<file path="config.mk">
export PLATFORM = sky130hd
export DESIGN_NAME = segre_sb_drain_ctrl
export DESIGN_NICKNAME = d
export VERILOG_FILES = /design/src/rtl/segre_pkg.sv /design/src/rtl/segre_byte_merge.sv /design/src/rtl/segre_sb_drain_ctrl.sv
export SDC_FILE = /design/constraint.sdc
export NUM_CORES = 1
export LEC_CHECK = 0
export BUFFER_PORTS_ARGS = -buffer_cell sky130_fd_sc_hd__buf_2
export CAP_MARGIN = 0
export CORE_UTILIZATION = 50
export DETAILED_ROUTE_END_ITERATION = 8
export PLACE_DENSITY = 0.86
export SETUP_SLACK_MARGIN = 0.3
export SLEW_MARGIN = 5
export SYNTH_ARGS = -nofsm -noshare
export SYNTH_HDL_FRONTEND = slang
export SYNTH_SLANG_ARGS = --single-unit
</file>
<file path="constraint.sdc">
create_clock -name clk_i -period 3.8 [get_ports clk_i]
set_clock_uncertainty 0.15 [all_clocks]
set_input_delay 0.19 -clock clk_i [delete_from_list [all_inputs] [get_ports clk_i]]
set_output_delay 0.19 -clock clk_i [all_outputs]
set_load 0.02 [all_outputs]
</file>
<file path="src/rtl/segre_pkg.sv">
// Shared types and constants for the store-buffer drain path.
package segre_pkg;

    localparam int WORD_SIZE  = 32;
    localparam int WORD_BYTES = WORD_SIZE / 8;

    typedef struct packed {
        logic [WORD_SIZE-1:0]  addr;
        logic [WORD_SIZE-1:0]  data;
        logic [WORD_BYTES-1:0] be;
    } drain_req_t;

    typedef enum logic [1:0] {
        IDLE  = 2'd0,
        ISSUE = 2'd1,
        ERROR = 2'd2
    } drain_state_t;

    // Memory side only ever sees word-aligned addresses.
    function automatic logic [WORD_SIZE-1:0] word_align(input logic [WORD_SIZE-1:0] addr);
        return addr & ~WORD_SIZE'(3);
    endfunction

endpackage

</file>
<file path="src/rtl/segre_byte_merge.sv">
// Byte-lane merge: lanes enabled in new_be take new_data, the rest keep old_data.
module segre_byte_merge
    import segre_pkg::*;
(
    input  logic [WORD_SIZE-1:0]  old_data,
    input  logic [WORD_BYTES-1:0] old_be,
    input  logic [WORD_SIZE-1:0]  new_data,
    input  logic [WORD_BYTES-1:0] new_be,
    output logic [WORD_SIZE-1:0]  merged_data,
    output logic [WORD_BYTES-1:0] merged_be
);

    always_comb begin
        merged_data = old_data;
        for (int i = 0; i < WORD_BYTES; i++) begin
            if (new_be[i]) merged_data[8*i +: 8] = new_data[8*i +: 8];
        end
    end

    assign merged_be = old_be | new_be;

endmodule

</file>
<file path="src/rtl/segre_sb_drain_ctrl.sv">
// Store-buffer drain controller: two-slot (in-flight F, pending P) write path with ack timeout.
// Optional macro SEGRE_DRAIN_MERGE_EN lets same-word requests merge into the pending slot.
module segre_sb_drain_ctrl
    import segre_pkg::*;
#(
    parameter int TIMEOUT_CYCLES = 256
) (
    input  logic                  clk_i,
    input  logic                  rsn_i,
    input  logic                  sb_valid_i,
    input  logic [WORD_SIZE-1:0]  sb_addr_i,
    input  logic [WORD_SIZE-1:0]  sb_data_i,
    input  logic [WORD_BYTES-1:0] sb_be_i,
    output logic                  sb_ready_o,
    output logic                  mem_req_o,
    output logic [WORD_SIZE-1:0]  mem_addr_o,
    output logic [WORD_SIZE-1:0]  mem_data_o,
    output logic [WORD_BYTES-1:0] mem_be_o,
    input  logic                  mem_ack_i,
    output logic                  empty_o,
    output logic                  err_o,
    output logic [1:0]            state_o
);

    localparam int CNT_W = (TIMEOUT_CYCLES > 1) ? $clog2(TIMEOUT_CYCLES) : 1;

    drain_state_t     state_q;
    drain_req_t       f_q;
    drain_req_t       p_q;
    logic             p_valid_q;
    logic [CNT_W-1:0] cnt_q;
    logic             mem_req_q;
    logic             err_q;

    drain_req_t in_req;
    drain_req_t p_next;
    logic       ack;
    logic       accept;
    logic       merge_hit;

    assign in_req = '{addr: word_align(sb_addr_i), data: sb_data_i, be: sb_be_i};
    assign ack    = (state_q == ISSUE) && mem_ack_i;

`ifdef SEGRE_DRAIN_MERGE_EN
    logic [WORD_SIZE-1:0]  merged_data;
    logic [WORD_BYTES-1:0] merged_be;

    // A pending write that is about to move into F can no longer absorb bytes.
    assign merge_hit = p_valid_q && !ack &&
                       (sb_addr_i[WORD_SIZE-1:2] == p_q.addr[WORD_SIZE-1:2]);

    segre_byte_merge u_merge (
        .old_data    (p_q.data),
        .old_be      (p_q.be),
        .new_data    (sb_data_i),
        .new_be      (sb_be_i),
        .merged_data (merged_data),
        .merged_be   (merged_be)
    );

    assign p_next = merge_hit ? '{addr: p_q.addr, data: merged_data, be: merged_be} : in_req;
`else
    assign merge_hit = 1'b0;
    assign p_next    = in_req;
`endif

    // Handshake: a request transfers on any cycle where sb_valid_i && sb_ready_o;
    // the memory write transfers on a cycle where mem_req_o && mem_ack_i.
    assign sb_ready_o = !rsn_i && (state_q != ERROR) && (!p_valid_q || merge_hit);
    assign accept     = sb_valid_i && sb_ready_o;

    always_ff @(posedge clk_i) begin
        if (rsn_i) begin
            state_q   <= IDLE;
            f_q       <= '0;
            p_q       <= '0;
            p_valid_q <= 1'b0;
            cnt_q     <= '0;
            mem_req_q <= 1'b0;
            err_q     <= 1'b0;
        end else begin
            case (state_q)
                IDLE: begin
                    if (accept) begin
                        f_q       <= in_req;
                        cnt_q     <= '0;
                        mem_req_q <= 1'b1;
                        state_q   <= ISSUE;
                    end
                end
                ISSUE: begin
                    if (ack) begin
                        cnt_q <= '0;
                        if (p_valid_q) begin
                            f_q <= p_q;
                            if (accept) p_q <= in_req;
                            else        p_valid_q <= 1'b0;
                        end else if (accept) begin
                            f_q <= in_req;
                        end else begin
                            mem_req_q <= 1'b0;
                            state_q   <= IDLE;
                        end
                    end else if (cnt_q == CNT_W'(TIMEOUT_CYCLES - 1)) begin
                        mem_req_q <= 1'b0;
                        err_q     <= 1'b1;
                        state_q   <= ERROR;
                    end else begin
                        cnt_q <= cnt_q + CNT_W'(1);
                        if (accept) begin
                            p_q       <= p_next;
                            p_valid_q <= 1'b1;
                        end
                    end
                end
                default: begin
                    // ERROR is sticky until reset
                    mem_req_q <= 1'b0;
                    err_q     <= 1'b1;
                end
            endcase
        end
    end

    assign mem_req_o  = mem_req_q;
    assign mem_addr_o = f_q.addr;
    assign mem_data_o = f_q.data;
    assign mem_be_o   = f_q.be;
    assign err_o      = err_q;
    assign empty_o    = (state_q == IDLE) && !p_valid_q;
    assign state_o    = state_q;

endmodule

</file>
[Word level (Yosys, flattened, before mapping)]
Index checks and enable logic that the tools add are counted.
Cells by class
  $add $sub $neg: 1
  equality and inequality tests: 13
  mux-type cells: 31
  bitwise logic cells: 1
  reduce and logical (&&, ||, !) cells: 17
Operators by type and width (count)
  68-bit two-way mux: 7
  68-bit one-hot mux with 2 select lines: 1
  8-bit two-way mux: 3
  8-bit one-hot mux with 2 select lines: 1
  2-bit != test (second input constant): 6
  3-bit AND reduction: 4
  1-bit two-way mux: 11
  2-bit two-way mux: 5
  3-bit != test (second input constant): 3
  8-bit by 1-bit adder with 8-bit output (second input constant): 1
  8-bit equality test (second input constant): 1
  1-bit logical AND: 5
  5-bit AND reduction: 1
  1-bit one-hot mux with 2 select lines: 2
  2-bit one-hot mux with 2 select lines: 1
  4-bit AND reduction: 1
  2-bit nonzero test: 2
  3-bit by 2-bit != test with 1-bit output (second input constant): 1
  2-bit by 1-bit equality test with 1-bit output (second input constant): 1
  1-bit logical NOT: 2
  2-bit logical NOT: 1
  2-bit by 1-bit != test with 1-bit output (second input constant): 1
  2-bit AND reduction: 1
  1-bit NOT: 1
Word-level totals
  flip-flop bits (word level): 149
  bits of input ports: 72
  output and inout bits: 74
  logic and storage cells: 74

[Logic depth before layout (Yosys ltp)]
Gate-level depths: netlist (run 1).
  word-level depth: 8
  mapped depth: 7
  depth with buffers taken out: 5

[Worst setup path before layout (run 1)]
No wires, ideal clock.
  kind: register to register
  from: register state_q[1] (netlist: state_o[1])
  to: register cnt_q[2]
  library setup time: 0.059 ns
  data arrival time: 1.778 ns
  data required time: 3.591 ns
  slack: 1.812 ns
  cell stages (with the launch flop): 6
  buffers on the path: 1
  period minus slack after synthesis: 1.988 ns
  path through: dfxtp_1 buf_2 and3b_1 a211o_1 or4_1 nand2_1
On the way
  longest elaborated chain between the ends: 6
  elaborated cells on any way between the ends: 13
  classes of those cells: eq/ne: 4; mux: 2; reduce/logical: 7
RTL lines
  start, declared: line segre_sb_drain_ctrl.sv:27  | drain_state_t state_q;
  start signal, assigned: line segre_sb_drain_ctrl.sv:74  | state_q <= IDLE;
  start signal, assigned: line segre_sb_drain_ctrl.sv:88  | state_q <= ISSUE;
  start signal, assigned: line segre_sb_drain_ctrl.sv:102  | state_q <= IDLE;
  2-bit != test: line segre_sb_drain_ctrl.sv:69  | assign sb_ready_o = !rsn_i && (state_q != ERROR) && (!p_valid_q || merge_hit);
  1-bit logical AND (2 in series): line segre_sb_drain_ctrl.sv:69
  1-bit logical AND: line segre_sb_drain_ctrl.sv:70  | assign accept = sb_valid_i && sb_ready_o;
  2-bit != test (no source line)
  3-bit AND reduction (no source line)
  end signal, assigned: line segre_sb_drain_ctrl.sv:109  | cnt_q <= cnt_q + CNT_W'(1);
  end, declared: line segre_sb_drain_ctrl.sv:31  | logic [CNT_W-1:0] cnt_q;
Several ways; a longest one is shown, not always the timed one.
A chain may end at the register's enable or synchronous reset.

[Final worst setup path (run 1)]
  from: register p_valid_q
  to: register f_q (netlist bit mem_data_o[21])
On the way
  longest elaborated chain between the ends: 7
RTL lines
  start, declared: line segre_sb_drain_ctrl.sv:30  | logic p_valid_q;
  start signal, assigned: line segre_sb_drain_ctrl.sv:77  | p_valid_q <= 1'b0;
  start signal, assigned: line segre_sb_drain_ctrl.sv:97  | else p_valid_q <= 1'b0;
  start signal, assigned: line segre_sb_drain_ctrl.sv:112  | p_valid_q <= 1'b1;
  1-bit logical NOT: line segre_sb_drain_ctrl.sv:69
  1-bit logical AND: line segre_sb_drain_ctrl.sv:69
  1-bit logical AND: line segre_sb_drain_ctrl.sv:70
  68-bit two-way mux
  68-bit two-way mux: line segre_sb_drain_ctrl.sv:94  | if (p_valid_q) begin
  68-bit two-way mux: line segre_sb_drain_ctrl.sv:92  | if (ack) begin
  68-bit one-hot mux with 2 select lines *: line segre_sb_drain_ctrl.sv:82  | case (state_q)
  end signal, assigned: line segre_sb_drain_ctrl.sv:85  | f_q <= in_req;
  end signal, assigned: line segre_sb_drain_ctrl.sv:95  | f_q <= p_q;
  end signal, assigned: line segre_sb_drain_ctrl.sv:99  | f_q <= in_req;
  end, declared: line segre_sb_drain_ctrl.sv:28  | drain_req_t f_q;
Mark *: on every way between the ends. The rest lies on a longest branch, timed or not. The select of a mux whose other input is x is not followed.

==> out/metrics.cfg, run 1 <==
[synth]
synth_common_cells = 202 x nand2_1, 147 x dfxtp_1, 74 x a21oi_1
synth_fa_ha_area_share_pct = 0.2084
syn_area_um2 = 6005
synth_fp_nets = 827
synth_edf_count = 0
synth_seq_cells = 147
yosysTopAreaCell = dfxtp_1
synth_top_family_by_area = simple AND/OR/NAND/NOR gates
synthTopCellsByArea = dfxtp_1 49%, nand2_1 13%, a311oi_1 9.8%
yosysMostFrequentCell = nand2_1
synth_warnings = 0
synth_xor_area_share_pct = 0
yosysSeqAreaShare_pct = 49.01
muxShareOfSynthArea_pct = 0
synthSimpleGateAreaFrac_pct = 25.90
synthArstFlopShare_pct = 0
synth_top_area_share_pct = 49.01
synth_top_flop_cell = dfxtp_1
synth_cell_type_count = 40
avgSynthCellArea_um2 = 7.964
syn_inst = 754
synth-compound-area-share_pct = 19.15

[global_route]
grt_pass1_wl_um = 26730
grt_usage_pct = 26.38
grt_pass1_vias = 5682
grt_max_degree = 82
grt_overflow_total = 0
antenna_found_initial = 0

[final_layout]
antenna_cells = 0
area_growth_pct = 31.57
drive_gt1_share_pct = 20.09
stdcell_count = 1079
num-nets-final = 997

[clocking]
cts_made_buffers = 17
cts-htree-levels = 4
clock_path_buffers = 2
postCtsHoldBufs = 68
cts-root-buf = clkbuf_16
post_cts_resized = 0
cts_tree = done
clk-insertion-delay-late_ps = 410
path_clk_slew_ps = 60
post_cts_buffers = 0
cts.sinks = 147

[place]
gp_congestion = 0.8497
numPortBuffers = 143
place_inst = 980
place_hpwl_um = 8397

[floorplan]
dieWidth_um = 111.6
start_util_pct = 51.92
core_um2 = 11560
dieArea_um2 = 12450
die_h_um = 111.6
io_pins = 146
rows = 39

[worst_setup_path]
cp.required_ps = 3940
worstReg2RegStart = p_valid_q
cp.arrival_ps = 2940
worstSetupPathType = reg2reg
path_max_fanout = 64
critical_path.startpoint = p_valid_q
cp-start-kind = register
crit_path_end_kind = register

[run]
drv_cap = 0

[sta]
tightest_slew_ps = 810.0
rsz0062_at_grt = no
hold_viol = 0
slew_headroom_pct = 45.59
finalSetupViolations = 0
drv_slew = 0
period_needed_ps = 2792
max_freq_mhz = 358.1
setup_tns_ps = 0
fin_crit_sh_pct = 73.48

[hold_path]
worstHoldStart = rsn_i
hp-class = in2reg

[routing]
via_count = 6087
drc = 11
drt_iter0_drc = 622
routed_via_density = 5.641
routed_wl_um = 16050
wl_per_cell_um = 14.87
firstDrtPassIters = 7
antenna_left = 0

[power_and_ir_drop]
power_frac_clock_pct = 41.0
power_frac_seq_pct = 44.5
switching_share_pct = 26.72
peakVddDrop_mv = 0.3299
power_leakage_nw = 3.149
p_int_w = 0.002766
p_switching_w = 0.001008
combPwrFrac_pct = 14.5
power_density_nw_per_um2 = 477.8

[status]
status = finished with violations
violations = DRC

[state kept, by name (all words and copies together), names as in the netlist]
name,cells
p_q,66
mem_addr_o,32
mem_data_o,32
cnt_q,8
mem_be_o,4
state_o,2
err_o,1
mem_req_o,1
p_valid_q,1
[power by group through the flow]
stage	sequential [W]	combinational, W	clock (W)
CTS	0.00168	0.000537	0.00157
detailed placement	0.00171	0.000483	0
floorplan	0.00179	0.000248	0
finish	0.00168	0.000549	0.00155
global route	0.00169	0.000595	0.00163
global placement	0.00171	0.000477	0
[layout make-up]
| type | count | area [um2] |
|---|---|---|
| Clock buffer | 22 | 464.2 |
| Clock inverter | 9 | 82.58 |
| Fill cell | 891 | 3665 |
| Inverter | 3 | 11.26 |
| Multi-Input combinational cell | 535 | 2728 |
| Sequential cell | 147 | 2944 |
| Tap cell | 143 | 178.9 |
| Timing Repair Buffer | 220 | 1491 |
[routing by layer]
layer  vias to the layer above  wire (um)  track usage [%]
met5                         -          0                0
li1                       2972          -                -
met4                         0        445            12.52
met1                      2811       6699            31.48
met3                        46       1014            5.770
met2                       258       7885            45.21
[cells by family (layout without fill, tap and decap cells)]
kind of cell    after synthesis  count (layout)
compound gates              165             165
buf+inv                      72             254
flops                       147             147
fa+ha+maj                     1               1
simple gates                369             369
[stage by stage]
stage	hold WS (ps)	area (um2)	power (W)	setup WS (ps)	utilization, %
finish	140.1	7900	0.003775	1008	68.31
global route	176.8	7900	0.003916	839.8	68.31
CTS	131.9	7900	0.003784	1124	68.31
detailed placement	296.8	6673	0.002193	1146	57.70
global placement	292.5	6673	0.002185	1198	57.70
floorplan	176.0	6005	0.002037	1812	-
[worst paths after layout]
path                                        to  cells after the start  slack, ps
worst max register to register  mem_data_o[21]                      5       1010
worst max-delay path            mem_data_o[21]                      5       1010
worst min-delay path                state_o[1]                      2        140
worst min register to register          p_q[2]                      2        300
[critical path: stages, from the launching register on]
cell       delay [ps]
dfxtp_2           840
inv_2             130
a2111oi_4         420
buf_4             580
nor2_1            130
a311oi_1          380
[cells in the final DEF, fill, tap and decap left out, types with 6 or more instances in the layout]
cell           instances
nand3_1               70
dfxtp_1              146
o21ai_0                6
nand2_1              201
a21oi_1               74
dlygate4sd3_1         68
buf_4                  8
a311oi_1              67
nor2_1                71
buf_2                142
clkbuf_16             17
(Power assumes the default switching activity.)
==> run 2: changes to the inputs <==
- ABC_AREA: default -> 1
- clock period: 3.8 -> 2.8 ns (I/O delays scaled with it)
==> run 2 against run 1 <==
The flow now finishes without violations; sequential share of layout area fell by 1.6 points; register-to-register slack got worse by 480 ps; final cell count rose by 19%; worst hold slack improved by 53 ps; power rose by 45%; core utilization fell by 0.36 points; design area rose by 4.6%; first-iteration DRC count fell by 8.7%; worst setup slack got worse by 500 ps; critical path depth fell by 2; critical path type is now reg2out; highest routed layer unchanged.
==> out/metrics.cfg, run 2 <==
[worst_setup_path]
crit_chain = buf_4, nor2_1, buf_2
cpPeakStageDelay_ps = 680  ; -160 ps
crit_end = empty_o
path_max_fanout = 48  ; -25%
worstReg2RegStart = state_o[1]
cp-start-kind = register
path_buf_inv = 2  ; unchanged
slowest_stage = dfxtp_2
reg2reg_slack_ps = 530  ; -480 ps
worstSetupPathType = reg2out
worstRegToRegCells = 8  ; +3
crit_path_end_kind = output pin
cp.arrival_ps = 2000  ; -940 ps
cp.required_ps = 2510  ; -1430 ps
cp_top_family = buffers and inverters
critical_path.startpoint = p_valid_q
worstSetupPathDepth = 3  ; -2
rr_endpoint = state_o[0]

[place]
numPortBuffers = 143  ; unchanged
gp_congestion = 0.8060  ; -5.1%
placed_area_um2 = 6978  ; +4.6%
place_hpwl_um = 9020  ; +7.4%
pre_cts_ws_ps = 403.6  ; -742.3 ps

[sta]
tightest_slew_ps = 764.0  ; -46.00 ps
slew_headroom_pct = 49.07  ; +3.5 points
hold_viol = 0  ; unchanged
finalSetupViolations = 0  ; unchanged
rsz0062_at_grt = no
max_freq_mhz = 436.5
setup_ws_ps = 509.1  ; -498.4 ps
fin_crit_sh_pct = 81.82
setup_tns_ps = 0  ; unchanged
period_needed_ps = 2291
drv_slew = 0  ; unchanged
whs_ps = 192.8  ; +52.68 ps

[final_layout]
nFillCells = 976  ; +9.5%
finish.utilization_pct = 67.95  ; -0.36 points
final_common_cell = nor2_1
largest_reg_flops = 66  ; unchanged
area_growth_pct = 30.87
drive_gt1_share_pct = 17.64  ; -2.4 points
fin_area_um2 = 8264  ; +4.6%
antenna_cells = 0  ; unchanged
layout_common_cells = 294 x nor2_1, 160 x nand2_1, 146 x dfxtp_1
top_register = p_q
multi_input_area_um2 = 2948  ; +8.1%
num-nets-final = 1171  ; +17%
seqCellArea_um2 = 2944  ; unchanged

[run]
drv_cap = 0  ; unchanged

[routing]
via_count = 6544  ; +7.5%
routed_wl_um = 17040  ; +6.2%
drt_iter0_drc = 568  ; -8.7%
antenna_left = 0  ; unchanged
wl_per_cell_um = 13.32  ; -10%
firstDrtPassIters = 6  ; -1
drc = 0  ; -11
routed_via_density = 5.116  ; -9.3%

[clocking]
cts.sinks = 147  ; unchanged
clk-insertion-delay-late_ps = 410  ; about the same
cts_made_buffers = 17  ; unchanged
cts_tree = done
cts-htree-levels = 4  ; unchanged
cts-root-buf = clkbuf_16
clock_path_buffers = 2  ; unchanged
path_clk_slew_ps = 60  ; about the same

[floorplan]
start_util_pct = 51.92  ; about the same
dieArea_um2 = 13080  ; +5.1%
rows = 40  ; +2.6%
io_pins = 146  ; unchanged
core_um2 = 12160  ; +5.2%
die_h_um = 114.4  ; +2.5%
dieWidth_um = 114.4  ; +2.5%

[power_and_ir_drop]
power_density_nw_per_um2 = 664.6  ; +39%
power_leakage_nw = 3.995  ; +27%
peakVddDrop_mv = 0.4876  ; +48%

[global_route]
grt_pass1_wl_um = 28380  ; +6.2%
grt_pass1_vias = 6220  ; +9.5%
antenna_found_initial = 0  ; unchanged
grt_usage_pct = 27.28  ; +0.90 points
grt_overflow_total = 0  ; unchanged
grt_max_degree = 137  ; +67%

[synth]
synth_top_flop_cell = dfxtp_1
avgSynthCellArea_um2 = 6.834  ; -14%
yosysTopAreaCell = dfxtp_1
synth_seq_cells = 147  ; unchanged
synth_warnings = 0  ; unchanged
synth_cell_type_count = 23  ; -43%
syn_inst = 924  ; +23%
yosysSeqAreaShare_pct = 46.60  ; -2.4 points
syn_area_um2 = 6315  ; +5.2%
synth_fp_nets = 997  ; +21%
synth_common_cells = 294 x nor2_1, 160 x nand2_1, 147 x dfxtp_1
synthTopCellsByArea = dfxtp_1 47%, nor2_1 17%, nand2_1 9.5%
synth_top_area_share_pct = 46.60  ; -2.4 points
synthArstFlopShare_pct = 0  ; unchanged
yosysMostFrequentCell = nor2_1
synth_edf_count = 0  ; unchanged

[hold_path]
min_path_cells = 6  ; +4
hp-class = in2reg

[status]
status = complete, no violations

==> run 2: cell types whose count changed in the layout (fill, tap and decap cells not counted), moves of 29 or more <==
| cell | delta |
|---|---|
| a21oi_1 | -60 |
| a311oi_1 | -67 |
| nand2_1 | -41 |
| nor2_1 | +223 |
| o21ai_0 | +98 |
| o21ai_1 | +29 |
==> run 2: per-stage QoR <==
step	instances	power, W
after floorplan	924	0.002933
after global placement	1179	0.003174
after detailed placement	1179	0.003193
after CTS	1279	0.005499
after global routing	1279	0.005727
final	1279	0.005492
==> run 2: worst reg2reg max path, cell delays in order, from the launching register on <==
cell     delay, ps
dfxtp_1        570
nor2_8         150
nand2_2        100
buf_4          610
nor2_1          90
a21oi_1        270
nand3_1        110
nand2_1         80
nor2_1          40
==> run 2: repair_timing <==
action / 4_1_cts / 5_1_grt
buffers inserted: 0 / 0
resized for setup: 0 / 3
setup endpoints to repair: 0 / 68
hold buffers: 68 / 0
hold endpoints to repair: 140 / 0
==> run 2: layer usage <==
| layer | global-route usage (%) | vias to the layer above | part of all wire (%) |
|---|---|---|---|
| li1 | - | 3304 | - |
| met1 | 32.34 | 2975 | 42 |
| met2 | 47.47 | 233 | 49 |
| met3 | 5.982 | 32 | 6.2 |
| met4 | 11.77 | 0 | 2.2 |
| met5 | 0 | - | 0 |
==> run 2: kinds of logic (layout without fill, tap and decap cells) <==
family / after synthesis / count (layout) / synth area share [%]
adders and majority gates: 1 / 1 / 0.1981
DFF: 147 / 147 / 46.60
AOI/OAI and AO/OA: 147 / 147 / 11.65
buffers and inverters: 84 / 271 / 6.717
and+or+nand+nor: 545 / 545 / 34.83
==> run 2: how the worst min path moves through the flow <==
stage | start | end | slack, ps
floorplan | sb_addr_i[5] | p_q[41] | 120
global placement | sb_addr_i[21] | p_q[57] | 230
detailed placement | sb_be_i[1] | p_q[1] | 230
CTS | sb_valid_i | cnt_q[5] | 170
global route | sb_valid_i | cnt_q[7] | 250
finish | sb_valid_i | cnt_q[5] | 190
==> run 2: area by class of cell <==
| type | instances | area share [%] |
|---|---|---|
| Sequential cell | 147 | 35.62 |
| Inverter | 17 | 0.8176 |
| Clock buffer | 30 | 6.828 |
| Multi-Input combinational cell | 693 | 35.67 |
| Clock inverter | 2 | 0.4239 |
| Timing Repair Buffer | 222 | 18.09 |
| Tap cell | 168 | 2.544 |
==> run 2: report_power, final <==
part	leakage, nW	total, W	internal [W]	switching [W]
Clock	0.297	0.00225	0.00144	0.000810
Combinational	2.50	0.000908	0.000323	0.000585
Sequential	1.20	0.00234	0.00225	0.0000873
Total	3.99	0.00549	0.00401	0.00148
==> run 3: changes to the inputs <==
- CORE_UTILIZATION: 50 -> 49
- PLACE_DENSITY: 0.86 -> 0.88
- clock period: 2.8 -> 2.1 ns (I/O delays scaled with it)
==> run 3 against run 2 <==
First-iteration DRC count increased by 58%; combinational power increased by 53%; worst setup slack got worse by 330 ps; non-clock buffer count increased by 24; design area increased by 7.8%; core utilization increased by 3.0 points.
==> out/metrics.cfg, run 3 (synthesis results as in run 2) <==
[place]
numPortBuffers = 143  ; unchanged
gp_congestion = 0.8118  ; +0.72%
placed_area_um2 = 7067  ; +1.3%
place_hpwl_um = 9720  ; +7.8%
place_inst = 1190  ; +0.93%

[routing]
firstDrtPassIters = 5  ; -1
routed_via_density = 5.334  ; +4.3%
antenna_left = 0  ; unchanged
routed_wl_um = 19430  ; +14%
routed.top_layer = met4
dr_wl_met3_um = 1263  ; +20%
via_count = 6977  ; +6.6%
drc = 0  ; unchanged
drt_iter0_drc = 896  ; +58%
met1_length_um = 7890  ; +9.0%
wl_met2_um = 9640  ; +15%
wl_per_cell_um = 14.86  ; +12%

[final_layout]
fin_area_um2 = 8912  ; +7.8%
final_common_cell = nor2_1
seqCellArea_um2 = 2954  ; +0.34%
largest_reg_flops = 66  ; unchanged
stdcell_count = 1308  ; +2.3%
area_growth_pct = 41.13
layout_common_cells = 258 x nor2_1, 157 x nand2_1, 142 x dfxtp_1, 142 x buf_2, 94 x o21ai_0
antenna_cells = 0  ; unchanged
nFillCells = 939  ; -3.8%
multi_input_area_um2 = 3178  ; +7.8%
top_register = p_q
num-nets-final = 1196  ; +2.1%
drive_gt1_share_pct = 23.33  ; +5.7 points

[sta]
rsz0062_at_grt = yes
fin_crit_sh_pct = 91.44
finalSetupViolations = 0  ; unchanged
slew_headroom_pct = 68.83  ; +20 points
max_freq_mhz = 520.8
period_needed_ps = 1920
tightest_slew_ps = 467.5  ; -296.5 ps
setup_tns_ps = 0  ; unchanged
drv_slew = 0  ; unchanged
hold_viol = 0  ; unchanged

[hold_path]
hold_end = cnt_q[5]
hp-class = in2reg
worstHoldStart = sb_valid_i
min_path_cells = 6  ; unchanged

[worst_setup_path]
reg2reg_slack_ps = 180  ; -350 ps
cp.required_ps = 2240  ; -270 ps
cp.arrival_ps = 2060  ; +60 ps
worstReg2RegStart = cnt_q[0]
path_max_fanout = 20  ; -58%
worstSetupPathType = reg2reg
worstRegToRegCells = 10  ; +2
rr_endpoint = p_q[10]
cp-start-kind = register
crit_path_end_kind = register

[clocking]
cts-root-buf = clkbuf_16
cts.sinks = 147  ; unchanged
clk-insertion-delay-late_ps = 410  ; about the same
cts-htree-levels = 4  ; unchanged
cts_made_buffers = 17  ; unchanged
clock_path_buffers = 2  ; unchanged
cts_tree = done
path_clk_slew_ps = 60  ; about the same

[floorplan]
io_pins = 146  ; unchanged
core_um2 = 12570  ; +3.3%
die_h_um = 115.5  ; +1.0%
dieWidth_um = 115.5  ; +1.0%
start_util_pct = 50.24  ; -1.7 points
rows = 41  ; +2.5%
dieArea_um2 = 13340  ; +2.0%

[global_route]
grt_overflow_total = 0  ; unchanged
grt_pass1_vias = 6186  ; -0.55%
antenna_found_initial = 0  ; unchanged
grt_usage_pct = 26.23  ; -1.1 points
grt_pass1_wl_um = 27660  ; -2.5%
grt_max_degree = 137  ; unchanged

[status]
status = complete, no violations

[power_and_ir_drop]
p_int_w = 0.005364  ; +34%
power_frac_clock_pct = 39.8  ; -1.1 points
switching_share_pct = 28.24  ; +1.3 points
p_switching_w = 0.002111  ; +42%
power_density_nw_per_um2 = 838.8  ; +26%
power_frac_seq_pct = 41.7  ; -0.8 points
power_leakage_nw = 4.190  ; +4.9%
peakVddDrop_mv = 0.5149  ; +5.6%
combPwrFrac_pct = 18.5  ; +2.0 points

[run]
drv_cap = 0  ; unchanged

run 3: cell types whose count changed in the layout (fill, tap and decap cells not counted), sizes merged:
cell,previous run,this run
clkinvlp,0,1
clkinv,2,6
inv,16,17
clkbuf,30,31
buf,154,171
bufinv,1,2
run 3: worst max path at each step:
stage | cells past startpoint | slack, ps | endpoint | from
after global routing | 10 | 110 | p_q[10] | cnt_q[0]
after global placement | 9 | 240 | p_q[46] | cnt_q[0]
after CTS | 3 | 320 | empty_o | p_valid_q
after floorplan | 11 | 330 | p_q[10] | state_o[1]
final | 10 | 180 | p_q[10] | cnt_q[0]
after detailed placement | 9 | 180 | p_q[38] | cnt_q[0]
run 3: power groups by stage:
stage	Sequential [W]	Clock, W	Combinational [W]
CTS	0.00310	0.00302	0.00122
global placement	0.00315	0	0.00109
finish	0.00311	0.00298	0.00139
floorplan	0.00330	0	0.000610
global route	0.00314	0.00316	0.00151
detailed placement	0.00316	0	0.00111
run 3: area by class of cell:
type                    instances  area share (%)
flip-flops and latches        147           33.15
clock buffers                  24           5.405
inverters                      17          0.8423
multi-input cells             693           35.66
repair inverters                1         0.07020
well taps                     172           2.415
clock inverters                 8           1.123
repair buffers                246           21.34
run 3: critical path: stages (launching register included):
cell     delay, ps
dfxtp_2        380
ha_4           150
nand2_2         60
nor2_2         140
nand2_2         90
nand2_2         90
nor2_4          70
buf_4          140
buf_12         140
o21ai_0        290
nor2_1          90
run 3: metrics by stage:
step	util [%]	hold slack [ps]	setup slack (ps)	power (W)
finish	70.91	153.0	179.7	0.007475
global placement	56.23	191.1	235.3	0.004247
global route	70.91	184.5	107.2	0.007804
floorplan	-	89.91	325.6	0.003912
CTS	66.46	28.19	317.3	0.007340
detailed placement	56.23	200.3	182.5	0.004277
run 3: layer usage:
| metal | GRT usage, % | up-vias |
|---|---|---|
| met4 | 14.46 | 0 |
| met3 | 5.073 | 67 |
| met1 | 30.50 | 3203 |
| met2 | 45.43 | 342 |
| met5 | 0 | - |
| li1 | - | 3365 |
run 3: what timing repair did:
item,4_1_cts,5_1_grt
pin swaps,2,6
gates resized for setup,5,98
hold buffers,68,0
endpoints found under the hold margin,141,0
setup endpoints to repair,117,123
cloned,0,12
buffers inserted,1,5
